==> config.mk <==
export PLATFORM = sky130hd
export DESIGN_NAME = mem_bus_monitor
export DESIGN_NICKNAME = d
export VERILOG_FILES = /design/src/rtl/mem_bus_monitor.sv
export SDC_FILE = /design/constraint.sdc
export NUM_CORES = 1
export LEC_CHECK = 0
export BUFFER_PORTS_ARGS = -buffer_cell sky130_fd_sc_hd__buf_2
export CAP_MARGIN = 20
export CORE_ASPECT_RATIO = 1.1
export CORE_MARGIN = 2
export CORE_UTILIZATION = 40
export CTS_BUF_LIST = sky130_fd_sc_hd__clkbuf_8
export CTS_CLUSTER_SIZE = 40
export DETAILED_ROUTE_END_ITERATION = 7
export PLACE_DENSITY_LB_ADDON = 0.1
export SETUP_SLACK_MARGIN = 0.1
export SYNTH_ARGS = -nofsm -noshare
export SYNTH_HDL_FRONTEND = slang
export SYNTH_SLANG_ARGS = --single-unit
==> constraint.sdc <==
create_clock -name clk -period 12 [get_ports clk]
set_input_delay 0 -clock clk [delete_from_list [all_inputs] [get_ports clk]]
set_output_delay 0 -clock clk [all_outputs]
set_load 0.02 [all_outputs]
==> src/rtl/mem_bus_monitor.sv <==
// mem_bus_monitor: captures core<->memory accesses that hit an MMIO window into a show-ahead
// trace FIFO and raises sticky halt/timeout flags. Define TRACE_TIMESTAMP_EN to timestamp entries.
module mem_bus_monitor #(
    parameter int unsigned       ADDR_W    = 32,
    parameter int unsigned       DATA_W    = 32,
    parameter int unsigned       DEPTH     = 16,
    parameter logic [ADDR_W-1:0] WIN_BASE  = ADDR_W'(32'h0000_0800),
    parameter logic [ADDR_W-1:0] WIN_MASK  = ADDR_W'(32'h0000_0800),
    parameter logic [ADDR_W-1:0] HALT_ADDR = ADDR_W'(32'h0000_0FFC),
    parameter int unsigned       TIMEOUT   = 4000,
    parameter int unsigned       CNT_W     = 32
) (
    input  logic              clk,
    input  logic              reset,
    input  logic [ADDR_W-1:0] address,
    input  logic [DATA_W-1:0] wdata,
    input  logic [DATA_W-1:0] rdata,
    input  logic              we,
    output logic              trc_valid,
    input  logic              trc_ready,
    output logic              trc_we,
    output logic [ADDR_W-1:0] trc_addr,
    output logic [DATA_W-1:0] trc_data,
    output logic              halted,
    output logic              timed_out,
    output logic              done,
    output logic [15:0]       drop_cnt,
    output logic [CNT_W-1:0]  cycle_cnt
`ifdef TRACE_TIMESTAMP_EN
    ,
    output logic [CNT_W-1:0]  trc_time
`endif
);

    localparam int unsigned      PTR_W        = $clog2(DEPTH);
    localparam logic [PTR_W:0]   FULL_COUNT   = (PTR_W + 1)'(DEPTH);
    localparam bit               TIMEOUT_EN   = (TIMEOUT != 0);
    localparam logic [CNT_W-1:0] TIMEOUT_LAST = CNT_W'(TIMEOUT - 1);
    localparam logic [CNT_W-1:0] CNT_ONE      = CNT_W'(1);
    localparam logic [PTR_W-1:0] PTR_ONE      = PTR_W'(1);
    localparam logic [PTR_W:0]   COUNT_ONE    = (PTR_W + 1)'(1);

    if (DEPTH < 2 || (DEPTH & (DEPTH - 1)) != 0) begin : g_bad_depth
        $error("mem_bus_monitor: DEPTH must be a power of two and at least 2");
    end

    typedef enum logic [1:0] {
        ST_RUN,
        ST_HALT,
        ST_TIMEOUT
    } state_t;

    state_t state;

    logic [PTR_W-1:0]  rd_ptr;
    logic [PTR_W-1:0]  wr_ptr;
    logic [PTR_W:0]    count;

    logic              mem_we   [DEPTH];
    logic [ADDR_W-1:0] mem_addr [DEPTH];
    logic [DATA_W-1:0] mem_data [DEPTH];
`ifdef TRACE_TIMESTAMP_EN
    logic [CNT_W-1:0]  mem_time [DEPTH];
`endif

    logic running;
    logic halt_hit;
    logic budget_hit;
    logic win_hit;
    logic push_req;
    logic fifo_full;
    logic pop;
    logic push;
    logic drop;

    // The halt access wins over everything else in its cycle and is never captured.
    assign running    = (state == ST_RUN);
    assign halt_hit   = running && (address == HALT_ADDR);
    assign budget_hit = running && TIMEOUT_EN && !halt_hit && (cycle_cnt == TIMEOUT_LAST);
    assign win_hit    = ((address & WIN_MASK) == (WIN_BASE & WIN_MASK));
    assign push_req   = running && !halt_hit && win_hit;

    assign trc_valid  = (count != '0);
    assign fifo_full  = (count == FULL_COUNT);
    assign pop        = trc_valid && trc_ready;
    assign push       = push_req && (!fifo_full || pop);
    assign drop       = push_req && fifo_full && !pop;

    always_ff @(posedge clk) begin
        if (reset) begin
            state     <= ST_RUN;
            halted    <= 1'b0;
            timed_out <= 1'b0;
            done      <= 1'b0;
            cycle_cnt <= '0;
        end else if (running) begin
            cycle_cnt <= cycle_cnt + CNT_ONE;
            if (halt_hit) begin
                state  <= ST_HALT;
                halted <= 1'b1;
                done   <= 1'b1;
            end else if (budget_hit) begin
                state     <= ST_TIMEOUT;
                timed_out <= 1'b1;
                done      <= 1'b1;
            end
        end
    end

    always_ff @(posedge clk) begin
        if (reset) begin
            rd_ptr   <= '0;
            wr_ptr   <= '0;
            count    <= '0;
            drop_cnt <= '0;
        end else begin
            if (push) begin
                wr_ptr <= wr_ptr + PTR_ONE;
            end
            if (pop) begin
                rd_ptr <= rd_ptr + PTR_ONE;
            end
            case ({push, pop})
                2'b10:   count <= count + COUNT_ONE;
                2'b01:   count <= count - COUNT_ONE;
                default: count <= count;
            endcase
            if (drop && (drop_cnt != 16'hFFFF)) begin
                drop_cnt <= drop_cnt + 16'd1;
            end
        end
    end

    // Entry storage carries no reset; the pointers alone decide what is live.
    always_ff @(posedge clk) begin
        if (push) begin
            mem_we[wr_ptr]   <= we;
            mem_addr[wr_ptr] <= address;
            mem_data[wr_ptr] <= we ? wdata : rdata;
`ifdef TRACE_TIMESTAMP_EN
            mem_time[wr_ptr] <= cycle_cnt;
`endif
        end
    end

    assign trc_we   = trc_valid && mem_we[rd_ptr];
    assign trc_addr = trc_valid ? mem_addr[rd_ptr] : '0;
    assign trc_data = trc_valid ? mem_data[rd_ptr] : '0;
`ifdef TRACE_TIMESTAMP_EN
    assign trc_time = trc_valid ? mem_time[rd_ptr] : '0;
`endif

endmodule

==> flow_summary.yaml <==
route:
  final_antenna_net_count: 0
  avgRoutedWirePerCell_um: 26.7
  num_vias: 21249
  first_pass_iters: 5
  vias_per_cell: 5.41
  remaining_drc_errors: 0
  first_iter_violations: 1591
  finalWirelength_um: 105000
timing:
  slew_violations: 0
  slew_headroom_pct: 25.9
  setup_viol: 0
  final_hold_viol_count: 0
  rsz0062_at_grt: "no"
  worst_pin_slew_ns: 1.11
  timing.final.crit_share_pct: 39.2
  clock.fmax_mhz: 213
  finClkSkew_ns: 0.0240
  min_period_ns: 4.70
  fin_tns_setup_ns: 0
layout:
  area_growth_pct: 16.5
  drive_above_1_share_pct: 34.0
  multi_input_area_um2: 10100
  final_util_pct: 46.9
  layout.nets: 2491
  n_fill_cell: 8939
  seqCellArea_um2: 32600
flow_run:
  cap_violations: 0
logic_synthesis:
  ys_seq_area_share_pct: 75.8
  ys_types: 51
  ys_seq_elements: 1110
  avgSynthCellArea_um2: 22.1
  syn_area_um2: 43100
  synth_edf_count: 1040
  yosysTopAreaCell: "edfxtp_1"
  synth_top_area_share_pct: 72.5
  synthArstFlopShare_pct: 0
  yosysWarnings: 0
  ys_top_cells_by_area: "edfxtp_1 73%, mux4_2 17%, dfxtp_1 3.3%"
  syn_inst: 1948
  synth_flop_cell: "edfxtp_1"
  synth_nets: 2057
grt:
  grt_start_max_net_pins: 144
  grt_pass1_wl_um: 153000
  grt_usage_pct: 19.3
  grt_pass1_vias: 22878
  gr-total-overflow: 0
  met3_usage_pct: 3.49
  grt_use_met2_pct: 33.1
  met1_usage_pct: 25.1
  antenna_found_initial: 6
  top_usage_layer: "met2"
critical_path:
  worstSetupStartpointType: "register"
  worstPathArrival_ns: 4.70
  path_max_fanout: 36
  cp.required_ns: 12.00
  worstRegToRegCells: 5
  path_class: "register to primary output"
  crit_path_end_kind: "primary output"
clock_network:
  cts_root_buffer: "clkbuf_8"
  path_clk_slew_ns: 0.06
  cts_setup_buffers: 0
  cts.sinks: 1110
  cts_buffer_depth: 3
  hold_buffers: 100
  cts-buffers-inserted: 183
  clock_latency_ns: 0.83
  htreeDepth: 4
  cts_tree: "built"
  post_cts_resized: 0
status:
  outcome: "complete, no violations"
floorplan:
  die-area_um2: 110000
  rows: 126
  core_um2: 107000
  die_w_um: 317
  die_h_um: 348
  num_io_pins: 217
  start_util_pct: 40.2
pwr:
  power_leakage_uw: 0.0161
  p_per_area_nw_per_um2: 192
  peakVddDrop_mv: 0.114
worst_hold_path:
  min_path_type: "primary input to register"
  hold_depth: 2
placed_design:
  dp.final_hpwl_um: 51000
  gp_congestion: 0.726
  io_buffers: 216
-- kinds of logic after synthesis --
group | Yosys count | share of synthesized area (%)
AND/OR/NAND/NOR | 273 | 3.55
adder cells (fa/ha/maj) | 9 | 0.262
multiplexers | 364 | 18.0
buffers and inverters | 109 | 0.988
XOR/XNOR | 40 | 0.814
flip-flops | 1110 | 75.8
AO/OA/AOI/OAI | 43 | 0.601
-- critical path, stage by stage (launching register included) --
cell,delay [ns]
dfxtp_4,0.76
buf_4,0.74
buf_4,0.59
buf_12,0.31
mux4_2,0.54
mux4_2,0.55
and2_1,0.18
buf_2,0.15
-- Yosys cell counts, types with 3 or more instances --
library cell	n
a21oi_1	21
and2_1	69
and3_1	18
and4_1	4
buf_1	24
clkbuf_1	72
dfxtp_1	70
edfxtp_1	1040
ha_1	9
inv_1	10
mux2_2	36
mux4_2	325
nand2_1	23
nand3_1	19
nand4_1	13
nor2_1	63
nor2b_1	9
nor3_1	11
nor3b_1	3
nor4_1	15
nor4b_1	3
o21ai_0	9
or3_1	13
xnor2_1	22
xor2_1	18
-- where the power goes --
group / total [uW] / internal, uW / switching, uW / leakage, uW
logic: 2250 / 1040 / 1210 / 0.00421
registers: 4420 / 4340 / 77.5 / 0.00996
clock network: 2970 / 1490 / 1470 / 0.00190
-- registers in the layout, indices dropped and copies added (netlist names), named ones only --
| name | count |
|---|---|
| mem_addr | 512 |
| mem_data | 512 |
| cycle_cnt | 32 |
| drop_cnt | 16 |
| mem_we | 16 |
| count | 5 |
| rd_ptr | 4 |
| wr_ptr | 4 |
| state | 2 |
| done | 1 |
| halted | 1 |
| timed_out | 1 |
-- final cells by class --
type                    count  share of cell area (%)
diodes                      1                 0.00499
clock buffers             192                    5.27
clock inverters           130                    1.16
inverters                  10                  0.0748
multi-input cells         729                    20.1
flip-flops and latches   1110                    65.1
well taps                1408                    3.51
repair buffers            348                    4.77
-- path summary, 6_finish.rpt --
path,start,end,slack [ns]
worst max-delay path,register,trc_addr[22],7.30
worst min-delay path,address[16],mem_addr[8][16]$_DFFE_PP_,0.09
worst max register to register,state[1]$_SDFFE_PP0P_,mem_addr[1][20]$_DFFE_PP_,8.20
worst min register to register,halted$_SDFFE_PP0P_,halted$_SDFFE_PP0P_,0.49
-- routing by layer --
layer  wire [um]  part of all wire (%)
met5           0                     0
met3        4890                   4.7
met4        1840                   1.8
met2       54300                    52
met1       44000                    42
-- cell usage in the layout, fill, tap and decap left out, types with 18 or more instances in the layout --
cell,netlist,final
xnor2_1,22,22
dlygate4sd3_1,0,100
nor2_1,63,63
a21oi_1,21,21
mux2_2,36,36
nand3_1,19,19
mux4_2,325,325
buf_2,1,216
buf_4,0,27
and2_1,69,69
clkinv_1,0,36
nand2_1,23,23
clkbuf_8,0,192
dfxtp_1,70,66
xor2_1,18,18
inv_1,10,76
edfxtp_1,1040,1040
-- through the flow --
stage          hold WS (ns)  std cells  total power (uW)  area (um2)  setup WS [ns]
2_1_floorplan        0.0989       1948              6030       43100           5.96
3_3_place_gp          0.386       3502              6760       45900           7.80
3_5_place_dp          0.394       3502              6770       45900           7.78
4_1_cts              0.0132       3924              9790       50100           6.85
5_1_grt              0.0774       3928             10100       50200           6.87
6_report             0.0896       3928              9640       50200           7.30
Power figures use the tool's default switching activity.
